==> src/rtl/mul_pkg.sv <==
// Shared definitions for the multi-cycle multiply sequencer.
//   - state_t   : sequencer states
//   - ALU_ADD   : ALU opcode the stage forces while the sequencer owns the ALU
//   - DEF_WIDTH : default operand width
package mul_pkg;

  localparam int unsigned DEF_WIDTH = 32;
  localparam logic [2:0]  ALU_ADD   = 3'b010;

  typedef enum logic [1:0] {
    IDLE = 2'd0,
    ITER = 2'd1,
    FIX  = 2'd2
  } state_t;

endpackage

==> src/rtl/mul_sign_fix.sv <==
// Conditional two's-complement negate. It is used on the way in, to take
// operand magnitudes, and on the way out, to apply the sign to the
// 2W-bit product.
//   i_neg : 1 = negate i_val
//   i_val : input value (W bits)
//   o_val : i_neg ? -i_val : i_val
module mul_sign_fix
  import mul_pkg::*;
#(
  parameter int unsigned W = DEF_WIDTH
) (
  input  logic         i_neg,
  input  logic [W-1:0] i_val,
  output logic [W-1:0] o_val
);

  assign o_val = i_neg ? (~i_val + W'(1)) : i_val;

endmodule

==> src/rtl/mul_sequencer.sv <==
// Shift-add multiply sequencer for the execute stage. It borrows the shared
// ALU as its adder for WIDTH iterations, owns the HI/LO result registers and
// asks the hazard unit to stall while an operation is in flight.
//   i_clk, i_rst         : clock, synchronous active-high reset
//   i_start, i_sgn       : multiply request, signed select
//   i_srca, i_srcb       : operands, sampled with i_start in IDLE
//   i_hilo_rd            : E-stage instruction reads HI/LO
//   i_alu_sum            : ALU result while o_alu_sel = 1
//   o_alu_sel            : sequencer owns the ALU (op forced to add)
//   o_alu_a, o_alu_b     : ALU operands, 0 outside ITER
//   o_busy, o_done       : in flight / one-cycle result-written pulse
//   o_stall_req          : stall request to the hazard unit
//   o_hi, o_lo           : result registers
module mul_sequencer
  import mul_pkg::*;
#(
  parameter int unsigned WIDTH = DEF_WIDTH
) (
  input  logic             i_clk,
  input  logic             i_rst,
  input  logic             i_start,
  input  logic             i_sgn,
  input  logic [WIDTH-1:0] i_srca,
  input  logic [WIDTH-1:0] i_srcb,
  input  logic             i_hilo_rd,
  input  logic [WIDTH-1:0] i_alu_sum,
  output logic             o_alu_sel,
  output logic [WIDTH-1:0] o_alu_a,
  output logic [WIDTH-1:0] o_alu_b,
  output logic             o_busy,
  output logic             o_done,
  output logic             o_stall_req,
  output logic [WIDTH-1:0] o_hi,
  output logic [WIDTH-1:0] o_lo
);

  localparam int unsigned CW = $clog2(WIDTH);

  state_t             r_state;
  logic [CW-1:0]      r_cnt;
  logic [WIDTH-1:0]   r_m;
  logic [WIDTH-1:0]   r_p_hi;
  logic [WIDTH-1:0]   r_p_lo;
  logic               r_neg;
  logic [WIDTH-1:0]   r_hi;
  logic [WIDTH-1:0]   r_lo;
  logic               r_done;
  logic               r_busy;
  logic               r_alu_sel;

  logic [WIDTH-1:0]   w_mag_a;
  logic [WIDTH-1:0]   w_mag_b;
  logic [2*WIDTH-1:0] w_res;
  logic               w_carry;

  // Operand magnitudes; only signed requests with a negative operand flip.
  mul_sign_fix #(.W(WIDTH)) u_pre_a (
    .i_neg (i_sgn & i_srca[WIDTH-1]),
    .i_val (i_srca),
    .o_val (w_mag_a)
  );

  mul_sign_fix #(.W(WIDTH)) u_pre_b (
    .i_neg (i_sgn & i_srcb[WIDTH-1]),
    .i_val (i_srcb),
    .o_val (w_mag_b)
  );

  // Apply the result sign to the full 2W-bit product.
  mul_sign_fix #(.W(2*WIDTH)) u_post (
    .i_neg (r_neg),
    .i_val ({r_p_hi, r_p_lo}),
    .o_val (w_res)
  );

  // Carry out of P_hi + addend: the sum wrapped below P_hi.
  assign w_carry = (i_alu_sum < r_p_hi);

  // Main sequencer: capture, iterate, sign-fix and write HI/LO.
  always_ff @(posedge i_clk) begin
    if (i_rst) begin
      r_state   <= IDLE;
      r_cnt     <= '0;
      r_m       <= '0;
      r_p_hi    <= '0;
      r_p_lo    <= '0;
      r_neg     <= 1'b0;
      r_hi      <= '0;
      r_lo      <= '0;
      r_done    <= 1'b0;
      r_busy    <= 1'b0;
      r_alu_sel <= 1'b0;
    end else begin
      r_done <= 1'b0;
      unique case (r_state)
        IDLE: begin
          if (i_start) begin
            r_m       <= w_mag_a;
            r_p_lo    <= w_mag_b;
            r_p_hi    <= '0;
            r_neg     <= i_sgn & (i_srca[WIDTH-1] ^ i_srcb[WIDTH-1]);
            r_cnt     <= '0;
            r_busy    <= 1'b1;
            r_alu_sel <= 1'b1;
            r_state   <= ITER;
          end
        end
        ITER: begin
          // {carry, sum, P_lo} shifted right by one into {P_hi, P_lo}.
          r_p_hi <= {w_carry, i_alu_sum[WIDTH-1:1]};
          r_p_lo <= {i_alu_sum[0], r_p_lo[WIDTH-1:1]};
          r_cnt  <= r_cnt + CW'(1);
          if (r_cnt == CW'(WIDTH - 1)) begin
            r_alu_sel <= 1'b0;
            r_state   <= FIX;
          end
        end
        FIX: begin
          r_hi    <= w_res[2*WIDTH-1:WIDTH];
          r_lo    <= w_res[WIDTH-1:0];
          r_done  <= 1'b1;
          r_busy  <= 1'b0;
          r_state <= IDLE;
        end
        default: begin
          r_state <= IDLE;
        end
      endcase
    end
  end

  // ALU operands are decoded from registered state; zero whenever not owned.
  assign o_alu_a     = r_alu_sel ? r_p_hi : '0;
  assign o_alu_b     = (r_alu_sel && r_p_lo[0]) ? r_m : '0;
  assign o_alu_sel   = r_alu_sel;
  assign o_busy      = r_busy;
  assign o_done      = r_done;
  assign o_hi        = r_hi;
  assign o_lo        = r_lo;

  // Stall must react to the current E-stage instruction in the same cycle.
  assign o_stall_req = r_busy & (i_start | i_hilo_rd);

endmodule

==> config.mk <==
export PLATFORM = sky130hd
export DESIGN_NAME = mul_sequencer
export DESIGN_NICKNAME = d
export VERILOG_FILES = /design/src/rtl/mul_pkg.sv /design/src/rtl/mul_sign_fix.sv /design/src/rtl/mul_sequencer.sv
export SDC_FILE = /design/constraint.sdc
export NUM_CORES = 1
export LEC_CHECK = 0
export BUFFER_PORTS_ARGS = -buffer_cell sky130_fd_sc_hd__buf_2
export CAP_MARGIN = 20
export CORE_AREA = 2 2 207 209
export CTS_CLUSTER_DIAMETER = 150
export CTS_CLUSTER_SIZE = 8
export DETAILED_ROUTE_END_ITERATION = 6
export DIE_AREA = 0 0 209 211
export PLACE_DENSITY = 0.46
export SYNTH_ARGS = -nofsm -noshare
export SYNTH_HDL_FRONTEND = slang
export SYNTH_HIERARCHICAL = 1
export SYNTH_SLANG_ARGS = --single-unit
==> constraint.sdc <==
create_clock -name i_clk -period 2.53 [get_ports i_clk]
set_clock_uncertainty 0.2 [all_clocks]
set_input_delay 0 -clock i_clk [delete_from_list [all_inputs] [get_ports i_clk]]
set_output_delay 0 -clock i_clk [all_outputs]
set_load 0.1 [all_outputs]
Word level (Yosys, flattened, before mapping)
Index checks and enable logic that the tools add are counted.
Widths: inputs -> output; s select.
{"block": "classes", "n_addsub": 4, "mul": 0, "n_div": 0, "order_cmp": 1, "n_eq_ne": 5, "n_shift": 0, "mux": 19, "n_bitwise": 9, "n_reduce_logical": 9}
{"op": "$mux 32", "count": 6}
{"op": "$pmux 32 s2", "count": 2}
{"op": "$add 32x1->32 const B", "count": 2}
{"op": "$add 64x1->64 const B", "count": 1}
{"op": "$mux 64", "count": 1}
{"op": "$not 32->32", "count": 2}
{"op": "$not 64->64", "count": 1}
{"op": "$lt 32x32->1", "count": 1}
{"op": "$pmux 5 s2", "count": 1}
{"op": "$reduce_and 2->1", "count": 4}
{"op": "$add 5x1->5 const B", "count": 1}
{"op": "$eq 5x5->1 const B", "count": 1}
{"op": "$mux 5", "count": 1}
{"op": "$and 1x1->1", "count": 4}
{"op": "$mux 2", "count": 2}
{"op": "$ne 2x2->1 const B", "count": 2}
{"op": "$pmux 1 s2", "count": 2}
{"op": "$pmux 2 s2", "count": 1}
{"op": "$reduce_bool 2->1", "count": 2}
{"op": "$mux 1", "count": 3}
{"op": "$reduce_and 3->1", "count": 1}
{"op": "$eq 2x1->1 const B", "count": 1}
{"op": "$eq 2x2->1 const B", "count": 1}
{"op": "$logic_not 2->1", "count": 1}
{"op": "other kinds (3)", "count": 3}
{"block": "totals", "ff_bits": 171, "latchBits": 0, "mem_bits_rw": 0, "rom_bits": 0, "inputBits": 101, "out_inout_bits": 132, "word_cells": 58, "memories": 0}

Longest topological paths before layout
{"block": "depth", "word_depth": 5, "depth_mapped": 8, "depth_no_buf": 8}

Hierarchy
The synthesis kept the hierarchy.
{"mod": "mul_sequencer", "n_inst": 1, "cells_each": 836, "area_per_inst_um2": 7195.7, "seq_area_each_um2": 3423.3}
{"mod": "mul_sign_fix (u_post)", "n_inst": 1, "cells_each": 206, "area_per_inst_um2": 1649.1, "seq_area_each_um2": 0.0}
{"mod": "mul_sign_fix (u_pre_a ...)", "n_inst": 2, "cells_each": 99, "area_per_inst_um2": 777.0, "seq_area_each_um2": 0.0}

Worst setup path before layout
No wires, ideal clock.
{"block": "synth_path", "kind": "register to register", "startpoint": "register r_p_hi[0]", "endpoint": "register r_hi[28], in the netlist o_hi[28]", "setup_ps": 118, "arrival_time_ps": 2188, "t_required_ps": 2212, "path_slack_ps": 24, "path_stages_with_launch": 7, "n_path_buf": 0, "synth_period_minus_slack_ps": 2506, "cell_sequence": "dfxtp_1 -> or4_4 -> or3_4 -> or3_4 -> o41ai_4 -> xnor2_1 -> a22o_1"}
{"block": "synth_via", "elab_chain_cells": 3}
{"item": "start: declaration", "line_no": "mul_sequencer.sv:42", "source": "logic [WIDTH-1:0] r_p_hi;"}
{"item": "start signal: assignment", "line_no": "mul_sequencer.sv:110", "source": "r_p_hi <= {w_carry, i_alu_sum[WIDTH-1:1]};"}
{"item": "$not 64->64", "line_no": "mul_sign_fix.sv:17", "source": "assign o_val = i_neg ? (~i_val + W'(1)) : i_val;"}
{"item": "$add 64x1->64", "line_no": "mul_sign_fix.sv:17"}
{"item": "$mux 64", "line_no": "mul_sign_fix.sv:17"}
{"item": "net w_res[60]", "line_no": "mul_sequencer.sv:53", "source": "logic [2*WIDTH-1:0] w_res;"}
{"item": "end signal: assignment", "line_no": "mul_sequencer.sv:119", "source": "r_hi <= w_res[2*WIDTH-1:WIDTH];"}
{"item": "end: declaration", "line_no": "mul_sequencer.sv:45", "source": "logic [WIDTH-1:0] r_hi;"}
The timed path passes the listed nets, and every way through them passes these cells.
A chain may end at the register's enable or synchronous reset.

Worst setup path in the final report
{"block": "layout_path", "startpoint": "register r_p_hi[0]", "endpoint": "register r_hi[26], in the netlist o_hi[26]"}
The elaborated chain is that of the path after synthesis.

==> out/metrics.cfg <==
[outcome]
run_status=finished with violations
violations=setup timing

[yosys]
synth.top_cell.area_share_pct=32.9
synth_area_leaders=dfxtp_1 (33%), xnor2_1 (10%), nand2_1 (7.5%), a22o_1 (5.5%), ha_1 (4.3%)
ys_top_cells_by_count=nand2_1 (207), dfxtp_1 (171), xnor2_1 (122)
synth.largest_area_cell=dfxtp_1
synth-seq-cells=171
synth-seq-area-share_pct=32.9
yosys_most_used_dff=dfxtp_1
syn_area_mm2=0.0104
ys_async_sr_fraction_pct=0
yosysMostFrequentCell=nand2_1
synth_cell_types=64
yosys_warnings=6
synth_enable_flop_cells=0
synth_nets=1377
avgSynthCellArea_um2=8.39
post_synth_inst_count=1240

[floorplan]
ioPinCount=233
initial_utilization_pct=24.9
die_area_mm2=0.0441
die_x_um=209
std_cell_rows=75
core_area_mm2=0.0418
die_h_um=211

[cts]
insertion_delay_ns=0.44
clk_path_buf_depth=2
cts_buffers=17
root_buffer=clkbuf_16
h-tree-depth=4
cts_tree=done
clock-sinks=171
clkSlewWorstSetupHoldPaths_ns=0.08

[power]
power_per_cell_area_mw_per_mm2=511
seqPwrFrac_pct=37.3
p_int_mw=5.18
p_leak_nw=6.29
power_frac_clock_pct=35.0
p_switching_mw=2.66
ir_drop_v=0.000472
sw_frac_of_total_pct=34.0
comb_power_share_pct=27.7

[critical_path]
cp_common_cell=or3_4
cp-start-kind=flip-flop
crit_arrival_ns=2.69
cp-end-kind=flip-flop
path_max_fanout=3
critPathTopFamily=simple AND/OR/NAND/NOR gates
crit_chain=or4_4 > or3_4 > or3_4 > o31ai_2 > xnor2_1 > a22o_1
cp.required_ns=2.68
crit_type=reg2reg
cp.buffers_inverters=0
crit_slowest_cell=or4_4
slowest_delay_ns=0.57

[sta]
period_needed_ns=2.54
rsz0062_at_grt=yes
fmax_mhz=394
finalCritPeriodShare_pct=100
setup_ws_ns=-0.0103
hold_viol_final=0
worst_slew_pin_slew_ns=0.829
finalSetupViolations=2
report.final.slew_viol_count=0
slew_headroom_pct=44.8

[worst_hold_path]
min_path_type=in2reg

[routing]
drc=0
routed_wl_um=37900
wl_per_cell_um=17.1
drt-pass1-iter-count=5
ant_nets=0
vias=10700
wl_met1_um=17900
wl_met2_um=17700
drt_iter0_drc=515
dr_wl_met3_um=1950
topRoutingLayerUsed=met4
via_per_inst=4.81

[layout]
nFillCells=4270
fin_nets=1799
final_util_pct=36.7
post_layout_nonfiller_instances=2215
area_growth_pct=47.4
ff_latch_area_mm2=0.00343
multi_input_area_mm2=0.00689
drive_above_1_share_pct=28.9

[run]
drv_cap=0

[place]
dp.cells=2015
hpwl_um=26500
gp_congestion=0.802
place.port_buffers=232

[global_route]
antenna_found_initial=0
grt_first_pass_wirelength_um=58100
grtUsageTotal_pct=16.6
grt_max_degree=81
grt_pass1_vias=10400
gr-total-overflow=0

worst min-delay path, delay by kind of cell:
kind	cells	cell delay, ns
and+or+nand+nor	3	0.21
xor gates and xnor gates	1	0.13
AOI/OAI and AO/OA	2	0.17
buffers and inverters	1	0.11
kinds of logic after synthesis:
family	Yosys count	synth area share, %
AO/OA/AOI/OAI	307	22.3
XOR/XNOR	123	10.4
adder cells (fa/ha/maj)	36	4.33
buffers and inverters	126	5.10
flip-flops	171	32.9
AND/OR/NAND/NOR	477	25.0
per-stage QoR:
stage	TNS, ns	total power, mW	hold slack (ns)	setup WS, ns	cell area [µm²]
6_report	-0.0170	7.84	0.0105	-0.0103	15300
5_1_grt	-0.317	8.21	0.0337	-0.0701	15300
4_1_cts	0	7.78	0.00345	0.00813	14800
3_5_place_dp	-0.601	4.79	0.0618	-0.150	12700
3_3_place_gp	-0.507	4.78	0.0624	-0.172	12700
2_1_floorplan	0	4.10	-0.0640	0.0243	10400
layout by cell type (no fill, tap or decap), drive strengths merged, types with 38 or more instances in the layout:
| cell | n |
|---|---|
| buf | 340 |
| nand2 | 207 |
| dfxtp | 171 |
| dlygate4sd3 | 146 |
| xnor2 | 122 |
| a21oi | 81 |
| a22o | 65 |
| nand3 | 50 |
| inv | 48 |
| nor2 | 47 |
| o31ai | 43 |
| o21ai | 38 |
layout make-up:
type | instances | area share, %
antenna | 1 | 0.0163
clock buffer | 17 | 2.78
clock inverter | 15 | 1.13
inverter | 40 | 0.980
multi-input combinational | 945 | 45.0
sequential | 171 | 22.4
tap | 539 | 4.40
timing repair buffer | 487 | 23.3
power by group through the flow:
stage	logic (mW)	clock network (mW)	registers, mW
floorplan	1.09	0	3.01
finish	2.17	2.75	2.92
CTS	2.04	2.82	2.92
detailed placement	1.81	0	2.98
global route	2.36	2.92	2.94
global placement	1.80	0	2.97
routing by layer:
| metal | vias to the layer above | GRT usage, % |
|---|---|---|
| li1 | 5302 | - |
| met2 | 227 | 27.9 |
| met5 | - | 0 |
| met3 | 23 | 4.04 |
| met1 | 5103 | 21.7 |
| met4 | 0 | 3.45 |
final timing paths:
path | slack [ns] | from | cells after the start | to
setup reg to reg | -0.01 | r_p_hi[0] | 6 | o_hi[26]
setup / recovery | -0.01 | r_p_hi[0] | 6 | o_hi[26]
hold / removal | 0.01 | i_srcb[17] | 7 | r_p_lo[22]
hold reg to reg | 0.25 | r_m[11] | 2 | r_m[11]
sequential cells by signal, summed over array words and instances (netlist names):
name,count
o_alu_sel,1
o_busy,1
o_done,1
o_hi,32
o_lo,32
r_cnt,5
r_m,32
r_neg,1
r_p_hi,32
r_p_lo,32
r_state,2
timing repair:
item	CTS	global route
gates cloned	0	2
endpoints found under the hold margin	106	2
hold buffers	147	2
setup endpoints to repair	16	66
gates resized for setup	9	62
pin swaps	3	14
buffers inserted	0	19
Power figures use the tool's default switching activity.
